--- src/rtl/bmi_seq_calc_if.sv ---
`default_nettype none
// ============================================================================
// Module   : bmi_seq_calc_if
// Purpose  : Request/response bundle between a BMI requester and bmi_seq_calc.
// Revision : 1.0 - initial release
// ============================================================================
interface bmi_seq_calc_if #(
    parameter int DATA_W = 8
);
    logic              start;
    logic [DATA_W-1:0] wm;
    logic [DATA_W-1:0] hm;
    logic              busy;
    logic              done;
    logic [DATA_W-1:0] bmi;
    logic              sat;
    logic              err;

    modport master (
        output start, wm, hm,
        input  busy, done, bmi, sat, err
    );

    modport slave (
        input  start, wm, hm,
        output busy, done, bmi, sat, err
    );
endinterface
`default_nettype wire

--- src/rtl/bmi_seq_calc.sv ---
`default_nettype none
// ============================================================================
// Module   : bmi_seq_calc
// Purpose  : Fixed-latency BMI = floor(wm*SCALE / hm^2) via bit-serial divider.
// Revision : 1.0 - initial release
// ============================================================================
module bmi_seq_calc #(
    parameter int DATA_W = 8,
    parameter int SCALE  = 10000,
    parameter int NUM_W  = 22
) (
    input  wire logic      clk,
    input  wire logic      rst,
    bmi_seq_calc_if.slave  bus
);
    localparam int DEN_W = 2 * DATA_W;
    localparam int REM_W = 2 * DATA_W + 1;
    localparam int CNT_W = $clog2(NUM_W + 1);

    typedef enum logic [1:0] {
        S_IDLE = 2'd0,
        S_DIV  = 2'd1,
        S_DONE = 2'd2
    } state_t;

    state_t             r_state, w_state_nxt;
    logic [NUM_W-1:0]   r_num,   w_num_nxt;
    logic [DEN_W-1:0]   r_den,   w_den_nxt;
    logic [REM_W-1:0]   r_rem,   w_rem_nxt;
    logic [NUM_W-1:0]   r_quo,   w_quo_nxt;
    logic [CNT_W-1:0]   r_cnt,   w_cnt_nxt;
    logic               r_err_int, w_err_int_nxt;
    logic               r_busy,  w_busy_nxt;
    logic               r_done,  w_done_nxt;
    logic [DATA_W-1:0]  r_bmi,   w_bmi_nxt;
    logic               r_sat,   w_sat_nxt;
    logic               r_err,   w_err_nxt;
    logic [REM_W-1:0]   w_rem_sh;
    logic               w_fits;

    always_comb begin
        w_state_nxt   = r_state;
        w_num_nxt     = r_num;
        w_den_nxt     = r_den;
        w_rem_nxt     = r_rem;
        w_quo_nxt     = r_quo;
        w_cnt_nxt     = r_cnt;
        w_err_int_nxt = r_err_int;
        w_busy_nxt    = r_busy;
        w_done_nxt    = 1'b0;
        w_bmi_nxt     = r_bmi;
        w_sat_nxt     = r_sat;
        w_err_nxt     = r_err;
        // Remainder is one bit wider than the divisor so the shifted trial never overflows.
        w_rem_sh      = (r_rem << 1) | REM_W'(r_num[NUM_W-1]);
        w_fits        = (w_rem_sh >= {1'b0, r_den});

        case (r_state)
            S_IDLE: begin
                if (bus.start) begin
                    w_num_nxt     = NUM_W'(bus.wm) * NUM_W'(SCALE);
                    w_den_nxt     = DEN_W'(bus.hm) * DEN_W'(bus.hm);
                    w_rem_nxt     = '0;
                    w_quo_nxt     = '0;
                    w_cnt_nxt     = '0;
                    w_err_int_nxt = (bus.hm == '0);
                    w_busy_nxt    = 1'b1;
                    w_state_nxt   = S_DIV;
                end
            end
            S_DIV: begin
                w_num_nxt = r_num << 1;
                if (w_fits) begin
                    w_rem_nxt = w_rem_sh - {1'b0, r_den};
                    w_quo_nxt = (r_quo << 1) | NUM_W'(1);
                end else begin
                    w_rem_nxt = w_rem_sh;
                    w_quo_nxt = r_quo << 1;
                end
                w_cnt_nxt = r_cnt + CNT_W'(1);
                if (r_cnt == CNT_W'(NUM_W - 1)) begin
                    w_state_nxt = S_DONE;
                end
            end
            S_DONE: begin
                // First DONE cycle publishes the result, second one retires the request.
                if (!r_done) begin
                    w_done_nxt = 1'b1;
                    if (r_err_int) begin
                        w_bmi_nxt = '0;
                        w_sat_nxt = 1'b0;
                        w_err_nxt = 1'b1;
                    end else if (|r_quo[NUM_W-1:DATA_W]) begin
                        w_bmi_nxt = '1;
                        w_sat_nxt = 1'b1;
                        w_err_nxt = 1'b0;
                    end else begin
                        w_bmi_nxt = r_quo[DATA_W-1:0];
                        w_sat_nxt = 1'b0;
                        w_err_nxt = 1'b0;
                    end
                end else begin
                    w_busy_nxt  = 1'b0;
                    w_state_nxt = S_IDLE;
                end
            end
            default: begin
                w_busy_nxt  = 1'b0;
                w_state_nxt = S_IDLE;
            end
        endcase
    end

    always_ff @(posedge clk) begin
        if (rst) begin
            r_state <= S_IDLE;
        end else begin
            r_state <= w_state_nxt;
        end
    end

    always_ff @(posedge clk) begin
        if (rst) begin
            r_num     <= '0;
            r_den     <= '0;
            r_rem     <= '0;
            r_quo     <= '0;
            r_cnt     <= '0;
            r_err_int <= 1'b0;
            r_busy    <= 1'b0;
            r_done    <= 1'b0;
            r_bmi     <= '0;
            r_sat     <= 1'b0;
            r_err     <= 1'b0;
        end else begin
            r_num     <= w_num_nxt;
            r_den     <= w_den_nxt;
            r_rem     <= w_rem_nxt;
            r_quo     <= w_quo_nxt;
            r_cnt     <= w_cnt_nxt;
            r_err_int <= w_err_int_nxt;
            r_busy    <= w_busy_nxt;
            r_done    <= w_done_nxt;
            r_bmi     <= w_bmi_nxt;
            r_sat     <= w_sat_nxt;
            r_err     <= w_err_nxt;
        end
    end

    assign bus.busy = r_busy;
    assign bus.done = r_done;
    assign bus.bmi  = r_bmi;
    assign bus.sat  = r_sat;
    assign bus.err  = r_err;
endmodule
`default_nettype wire

--- src/flat_wrapper.sv ---
// flat-port wrapper written by rule: the top's interface ports become plain ports
module bmi_seq_calc_flat 
#(
    parameter int DATA_W = 8,
    parameter int SCALE  = 10000,
    parameter int NUM_W  = 22
)
  (clk, rst, bus_start, bus_wm, bus_hm, bus_busy, bus_done, bus_bmi, bus_sat, bus_err);
  bmi_seq_calc_if #(.DATA_W(DATA_W)) bus_i ();
  input  wire logic clk;
  input  wire logic rst;
  input wire logic [$bits(bus_i.start)-1:0] bus_start;
  input wire logic [$bits(bus_i.wm)-1:0] bus_wm;
  input wire logic [$bits(bus_i.hm)-1:0] bus_hm;
  output wire logic [$bits(bus_i.busy)-1:0] bus_busy;
  output wire logic [$bits(bus_i.done)-1:0] bus_done;
  output wire logic [$bits(bus_i.bmi)-1:0] bus_bmi;
  output wire logic [$bits(bus_i.sat)-1:0] bus_sat;
  output wire logic [$bits(bus_i.err)-1:0] bus_err;
  assign bus_i.start = bus_start;
  assign bus_i.wm = bus_wm;
  assign bus_i.hm = bus_hm;
  assign bus_busy = bus_i.busy;
  assign bus_done = bus_i.done;
  assign bus_bmi = bus_i.bmi;
  assign bus_sat = bus_i.sat;
  assign bus_err = bus_i.err;
  bmi_seq_calc #(.DATA_W(DATA_W), .SCALE(SCALE), .NUM_W(NUM_W)) u_core (.clk(clk), .rst(rst), .bus(bus_i));
endmodule
--- config.mk ---
export PLATFORM = sky130hd
export DESIGN_NAME = bmi_seq_calc_flat
export DESIGN_NICKNAME = d
export VERILOG_FILES = /design/src/rtl/bmi_seq_calc_if.sv /design/src/rtl/bmi_seq_calc.sv /design/src/flat_wrapper.sv
export SDC_FILE = /design/constraint.sdc
export NUM_CORES = 1
export LEC_CHECK = 0
export ABC_AREA = 1
export BUFFER_PORTS_ARGS = -buffer_cell sky130_fd_sc_hd__buf_2
export CAP_MARGIN = 5
export CELL_PAD_IN_SITES_DETAIL_PLACEMENT = 0
export CELL_PAD_IN_SITES_GLOBAL_PLACEMENT = 1
export CORE_MARGIN = 2
export CORE_UTILIZATION = 48
export CTS_BUF_LIST = sky130_fd_sc_hd__clkbuf_8
export DETAILED_ROUTE_END_ITERATION = 7
export PLACE_DENSITY_LB_ADDON = 0.05
export SLEW_MARGIN = 20
export SYNTH_ARGS = -nofsm -noshare
export SYNTH_HDL_FRONTEND = slang
export SYNTH_SLANG_ARGS = --single-unit
--- constraint.sdc ---
create_clock -name clk -period 5.6 [get_ports clk]
set_input_delay 1.12 -clock clk [delete_from_list [all_inputs] [get_ports clk]]
set_output_delay 1.12 -clock clk [all_outputs]
set_load 0.05 [all_outputs]
# Yosys cells after proc, flatten, opt, wreduce, memory -nomap -nowiden
# Cells that the tools add are included.
[classes]
addsub = 2
multipliers = 2
magnitude_cmp = 1
n_eq_ne = 6
n_mux = 23
bitwise = 4
n_reduce_logical = 10
[ops]
columns = ["op", "count"]
rows = [
  ["22-bit case mux with 2 select lines", 2],
  ["22-bit 2-to-1 mux", 2],
  ["16-bit 2-to-1 mux", 2],
  ["16-bit case mux with 2 select lines", 1],
  ["8-bit by 10-bit multiplier with 18-bit output (second input constant)", 1],
  ["17-bit by 16-bit greater-or-equal comparator with 1-bit output", 1],
  ["17-bit by 1-bit OR with 17-bit output", 1],
  ["8-bit by 8-bit multiplier with 16-bit output", 1],
  ["8-bit 2-to-1 mux", 2],
  ["16-bit subtractor", 1],
  ["14-bit OR reduction", 1],
  ["5-bit case mux with 2 select lines", 1],
  ["8-bit zero test", 1],
  ["1-bit 2-to-1 mux", 7],
  ["2-bit 2-to-1 mux", 3],
  ["2-bit case mux with 3 select lines", 1],
  ["2-bit AND reduction", 3],
  ["3-bit AND reduction", 2],
  ["5-bit by 1-bit adder with 5-bit output (second input constant)", 1],
  ["5-bit equality test (second input constant)", 1],
  ["5-bit 2-to-1 mux", 1],
  ["2-bit by 1-bit inequality test with 1-bit output (second input constant)", 2],
  ["1-bit inverter", 3],
  ["1-bit case mux with 3 select lines", 1],
  ["6 further kinds", 6],
]
[totals]
reg_bits = 96
elab_cells = 60

# Logic depth before layout (Yosys ltp)
[depth]
depth_word = 4
ltp_mapped = 21
mapped_depth_nobuf = 20

# Worst setup path after synthesis
# OpenSTA, ideal clock, no wires.
[synth_timing]
path_type = "input -> register"
startpoint = "input bus_hm[2]"
endpoint = "register u_core.r_den[13]"
setup_time_ps = 115
t_arrival_ps = 4809
required_time_ps = 5485
path_slack_ps = 676
stages = 20
path_buffers = 1
path_cell_list = "clkbuf_1 > nand2_1 > inv_1 > fa_1 > fa_1 > inv_1 > fa_1 > fa_1 > inv_1 > ha_1 > nand2_1 > nand2_1 > inv_1 > o21ai_0 > a21oi_1 > o21ai_0 > nand2_1 > nand2_1 > o21ai_0 > inv_1"
[synth_between]
elab_chain_cells = 1
[synth_rtl]
columns = ["element", "line_no", "rtl"]
rows = [
  ["from (decl)", "flat_wrapper.sv:14", "input wire logic [$bits(bus_i.hm)-1:0] bus_hm;"],
  ["8-bit by 8-bit multiplier with 16-bit output", "bmi_seq_calc.sv:62", "w_den_nxt = DEN_W'(bus.hm) * DEN_W'(bus.hm);"],
  ["to (signal assigned)", "bmi_seq_calc.sv:137", "r_den <= w_den_nxt;"],
  ["to (decl)", "bmi_seq_calc.sv:28", "logic [DEN_W-1:0] r_den, w_den_nxt;"],
]
# No other way between the ends.
# A chain may end at the register's enable or synchronous reset.

# Worst setup path in the final report
[layout_timing]
startpoint = "input bus_hm[2]"
endpoint = "register u_core.r_den[12]"
# The elaborated chain is that of the path after synthesis.

==> metrics list <==
- Hold_ws: 0.463 ns
- Internal Dissipation: 1.99 mW
- Total clock buffers created by CTS: 9
- Fraction of layout instances using a drive strength above 1: 9.19%
* MaxCap Viol Count: 0
* Final setup violation count: 0
- The cell area that synthesis handed to floorplanning was 0.00754 mm².
- The die covers 0.0167 mm².
- Num rows: 45
- Fill cells: 1,584
* Register clock-pin slew on the reported worst setup and hold paths: 0.09 ns
- Based on the critical path, the design can be clocked at up to 212 MHz.
- Power density of the placed cells: 515 mW/mm²
- Pin count of the biggest net entering global routing: 59
- First-pass GRT wire length: 27,800 µm
- Dividing the detail-routed wire length by the instance count gives 12.7 µm.
* Tightest Pin Transition: 0.943 ns
- The routed design has 16,200 µm of wire.
- Post-synthesis register bit count: 91
- The repair_antennas step left the layout with diodes totalling 0.
- Final layout net count: 1,201
- In this run the top signal layer used is met4.
* Number of ports placed on the die boundary: 31
- In the finished design, the share of the clock period the worst path needs comes to 84.1%.
* Share of total power in combinational logic: 68.4%
- Area delta synth->final: 6.47%
- The number of pins exceeding their max-slew limit in the final report came to 0.
- For this run, design rule violations remaining after detail routing come to 0.
* Static leakage: 4.05 nW
- Measured along the x axis, the die boundary spans 129 µm.
- For this configuration, the core starts out at a cell density of 49.4%.
* Critical path start-end classification: in -> reg
- Total congestion overflow: 0
- Clock root buffer master: clkbuf_8
- For the final routed database, the setup TNS stands at 0 ns.
- Psw: 2.14 mW
* Post-detailed-route via-to-cell ratio: 4.84
- In this run the post-CTS setup repair buffer count came out at 0.
- In this run, distinct cell masters in the synthesized netlist total 44.
- The multi-input combinational cells in the finished layout cover a total of 0.00485 mm².
- Summed over all nets, the half-perimeter wirelength after detailed placement is 12,400 µm.
- Per report_power, the sequential group accounts for 19.9% of the total.
- Summing all flip-flop and latch instances after layout gives 0.00182 mm².
- Startpoint class of the critical path: input port
* Sw frac: 51.8%
* Worst setup skew after layout: 0.0168 ns
- The H-tree was split into 3 levels.
- Yosys warnings: 0
- TritonCTS built the clock tree.
- In this run the tightest slew margin relative to its limit is 37.1%.
- The floorplan step defined a core boundary enclosing 0.0153 mm².
* WP data required: 5.88 ns
* Via count of the first global-routing pass: 5,770
* Number of buffers inserted for hold repair after clock tree synthesis: 0
- Initial antenna violation count: 0
- Clock tree synthesis found a total of 91 sinks.
- The clock network accounts for 11.7% of the total power.
- Insertion delay of the later-clocked pin in the worst-skew pair: 0.40 ns
- Pre-antenna DRT Iters: 7
* Gp weighted congestion: 0.849
- In the detailed route, the total length drawn on met3 is 340 µm.
* Initial DRC count: 314
* Post-route antenna net violation count: 0
- Data arrival time of the worst path: 4.99 ns
- Detailed routing inserted a total of 6,182 vias.
- Counting I/O delays and the setup requirement, the final critical path takes 4.71 ns.
- The clock passes through at most 2 buffers.
- Most area-consuming cells after synthesis: dfxtp_1 24%, ha_1 14%, nand2_1 13%
* Utilization after layout: 52.6%
* Count of instances resized after the clock tree is built: 0
- Of all nets on the critical path, the largest fanout is 10.
* Routed metal-1 wire length: 8480 µm
- The final count of hold timing violations came to 0.
* Cell type contributing the most total cell area after synthesis: dfxtp_1
* Die Y-Extent: 129 µm
* RSZ-0062 raised after global routing: no
* Type of the tightest min-delay check: reg -> reg
- The share of synthesized area in the top cell type comes to 24.1%.
* Syn avg cell area: 7.15 µm²
- Detailed routing placed a total of 7240 µm of wire on met2.
- Cells after Synth: 1,055
* Worst vdd ir: 0.292 mV
- Status: completed
* Number of buffer cells added on primary ports: 30
- Fraction of the yosys area taken by sequential cells: 24.1%
- Total GRT Usage: 20.8%
* Kind of end point of the critical path: flip-flop
## power groups by stage
| stage | logic (mW) | registers, mW | clock network [mW] |
|---|---|---|---|
| CTS | 2.87 | 0.824 | 0.499 |
| global placement | 2.86 | 0.839 | 0 |
| detailed placement | 2.85 | 0.838 | 0 |
| global route | 3.25 | 0.837 | 0.530 |
| floorplan | 2.41 | 0.827 | 0 |
| finish | 2.83 | 0.824 | 0.485 |
## per-stage QoR
| step | power (mW) | cell area (µm²) | std cells | setup slack, ns |
|---|---|---|---|---|
| after CTS | 4.19 | 8030 | 1277 | 0.879 |
| after detailed placement | 3.69 | 7820 | 1261 | 0.448 |
| final | 4.13 | 8030 | 1277 | 0.889 |
| after global placement | 3.70 | 7820 | 1261 | 0.477 |
| after floorplan | 3.24 | 7550 | 1056 | 0.676 |
| after global routing | 4.62 | 8030 | 1277 | 0.617 |
## worst paths after layout
kind	start	to	slack, ns	cells past startpoint
setup reg to reg	u_core.r_state[1]	u_core.r_rem[1]	3.13	7
setup / recovery	bus_hm[2]	u_core.r_den[12]	0.89	18
hold reg to reg	u_core.r_den[3]	u_core.r_den[3]	0.46	2
hold / removal	u_core.r_den[3]	u_core.r_den[3]	0.46	2
## metal layers
layer,global-route usage (%),vias to the layer above
met3,3.43,8
li1,-,3352
met4,5.37,0
met2,33.0,45
met5,0,-
met1,29.4,2777
## state kept, by name (all words and copies together), names as in the netlist
signal and count:
u_core.r_quo 22, u_core.r_num 18, u_core.r_rem 16, u_core.r_den 15, u_core.bus.bmi 8, u_core.r_cnt 5
u_core.r_state 2, u_core.bus.busy 1, u_core.bus.done 1, u_core.bus.err 1, u_core.bus.sat 1, u_core.r_err_int 1
## critical path: stages
cell and delay, ns:
buf_2 0.18, nand2_1 0.09, inv_1 0.05, fa_1 0.60, fa_1 0.46, fa_1 0.54, inv_1 0.05, fa_1 0.53
inv_1 0.04, ha_1 0.34, a21oi_1 0.14, o21ai_0 0.09, a21oi_1 0.26, o21ai_0 0.16, nand2_1 0.08, nand2_1 0.04
o21ai_0 0.17, inv_1 0.05
## final cells by class
class / count / area share (%)
multi-input cells: 738 / 60.4
clock buffers: 9 / 1.54
flip-flops and latches: 91 / 22.7
clock inverters: 7 / 1.12
repair buffers: 34 / 2.24
inverters: 187 / 8.74
well taps: 211 / 3.29
## synth_stat cells
| library cell | number |
|---|---|
| a221oi_1 | 2 |
| nand3b_1 | 14 |
| nand2_4 | 1 |
| conb_1 | 1 |
| a31oi_1 | 15 |
| nor2_2 | 3 |
| ha_1 | 84 |
| dfxtp_1 | 91 |
| nand3_1 | 44 |
| nand2_2 | 14 |
| buf_4 | 1 |
| nand2_1 | 269 |
| o31ai_1 | 1 |
| and2_1 | 4 |
| buf_6 | 2 |
| o21ai_0 | 33 |
| clkbuf_1 | 27 |
| or2_2 | 4 |
| a41oi_1 | 1 |
| xnor2_1 | 11 |
| a21o_1 | 1 |
| nor4_1 | 5 |
| xor2_1 | 10 |
| nor3_4 | 1 |
| buf_8 | 1 |
| inv_2 | 1 |
| nor2_4 | 1 |
| a21oi_1 | 90 |
| buf_1 | 2 |
| nor2_1 | 45 |
| nand3_2 | 10 |
| nand4_1 | 7 |
| fa_1 | 37 |
| mux2i_1 | 1 |
| o21bai_1 | 3 |
| inv_1 | 186 |
| nor3_1 | 3 |
| buf_2 | 7 |
| or2_0 | 1 |
| o22ai_1 | 1 |
| a21oi_2 | 11 |
| a211oi_1 | 1 |
| o311a_1 | 1 |
| a22oi_1 | 7 |
## cell usage in the layout (no fill, tap or decap), types with 30 or more instances in the layout
master | Yosys | routed
a21oi_1 | 90 | 90
nand2_1 | 269 | 269
o21ai_0 | 33 | 33
inv_1 | 186 | 186
fa_1 | 37 | 37
nor2_1 | 45 | 43
ha_1 | 84 | 84
dfxtp_1 | 91 | 91
nand3_1 | 44 | 44
buf_2 | 7 | 30
## cell families after synthesis
| family | count (synthesis) | synth area share, % |
|---|---|---|
| simple gates | 426 | 25.1 |
| flops | 91 | 24.1 |
| mux | 1 | 0.133 |
| buf+inv | 227 | 11.8 |
| xor+xnor | 21 | 2.44 |
| fa+ha+maj | 121 | 23.8 |
| compound gates | 167 | 12.5 |
| other cells | 1 | 0.0497 |
Note: power is estimated with default switching activity, not from simulation.
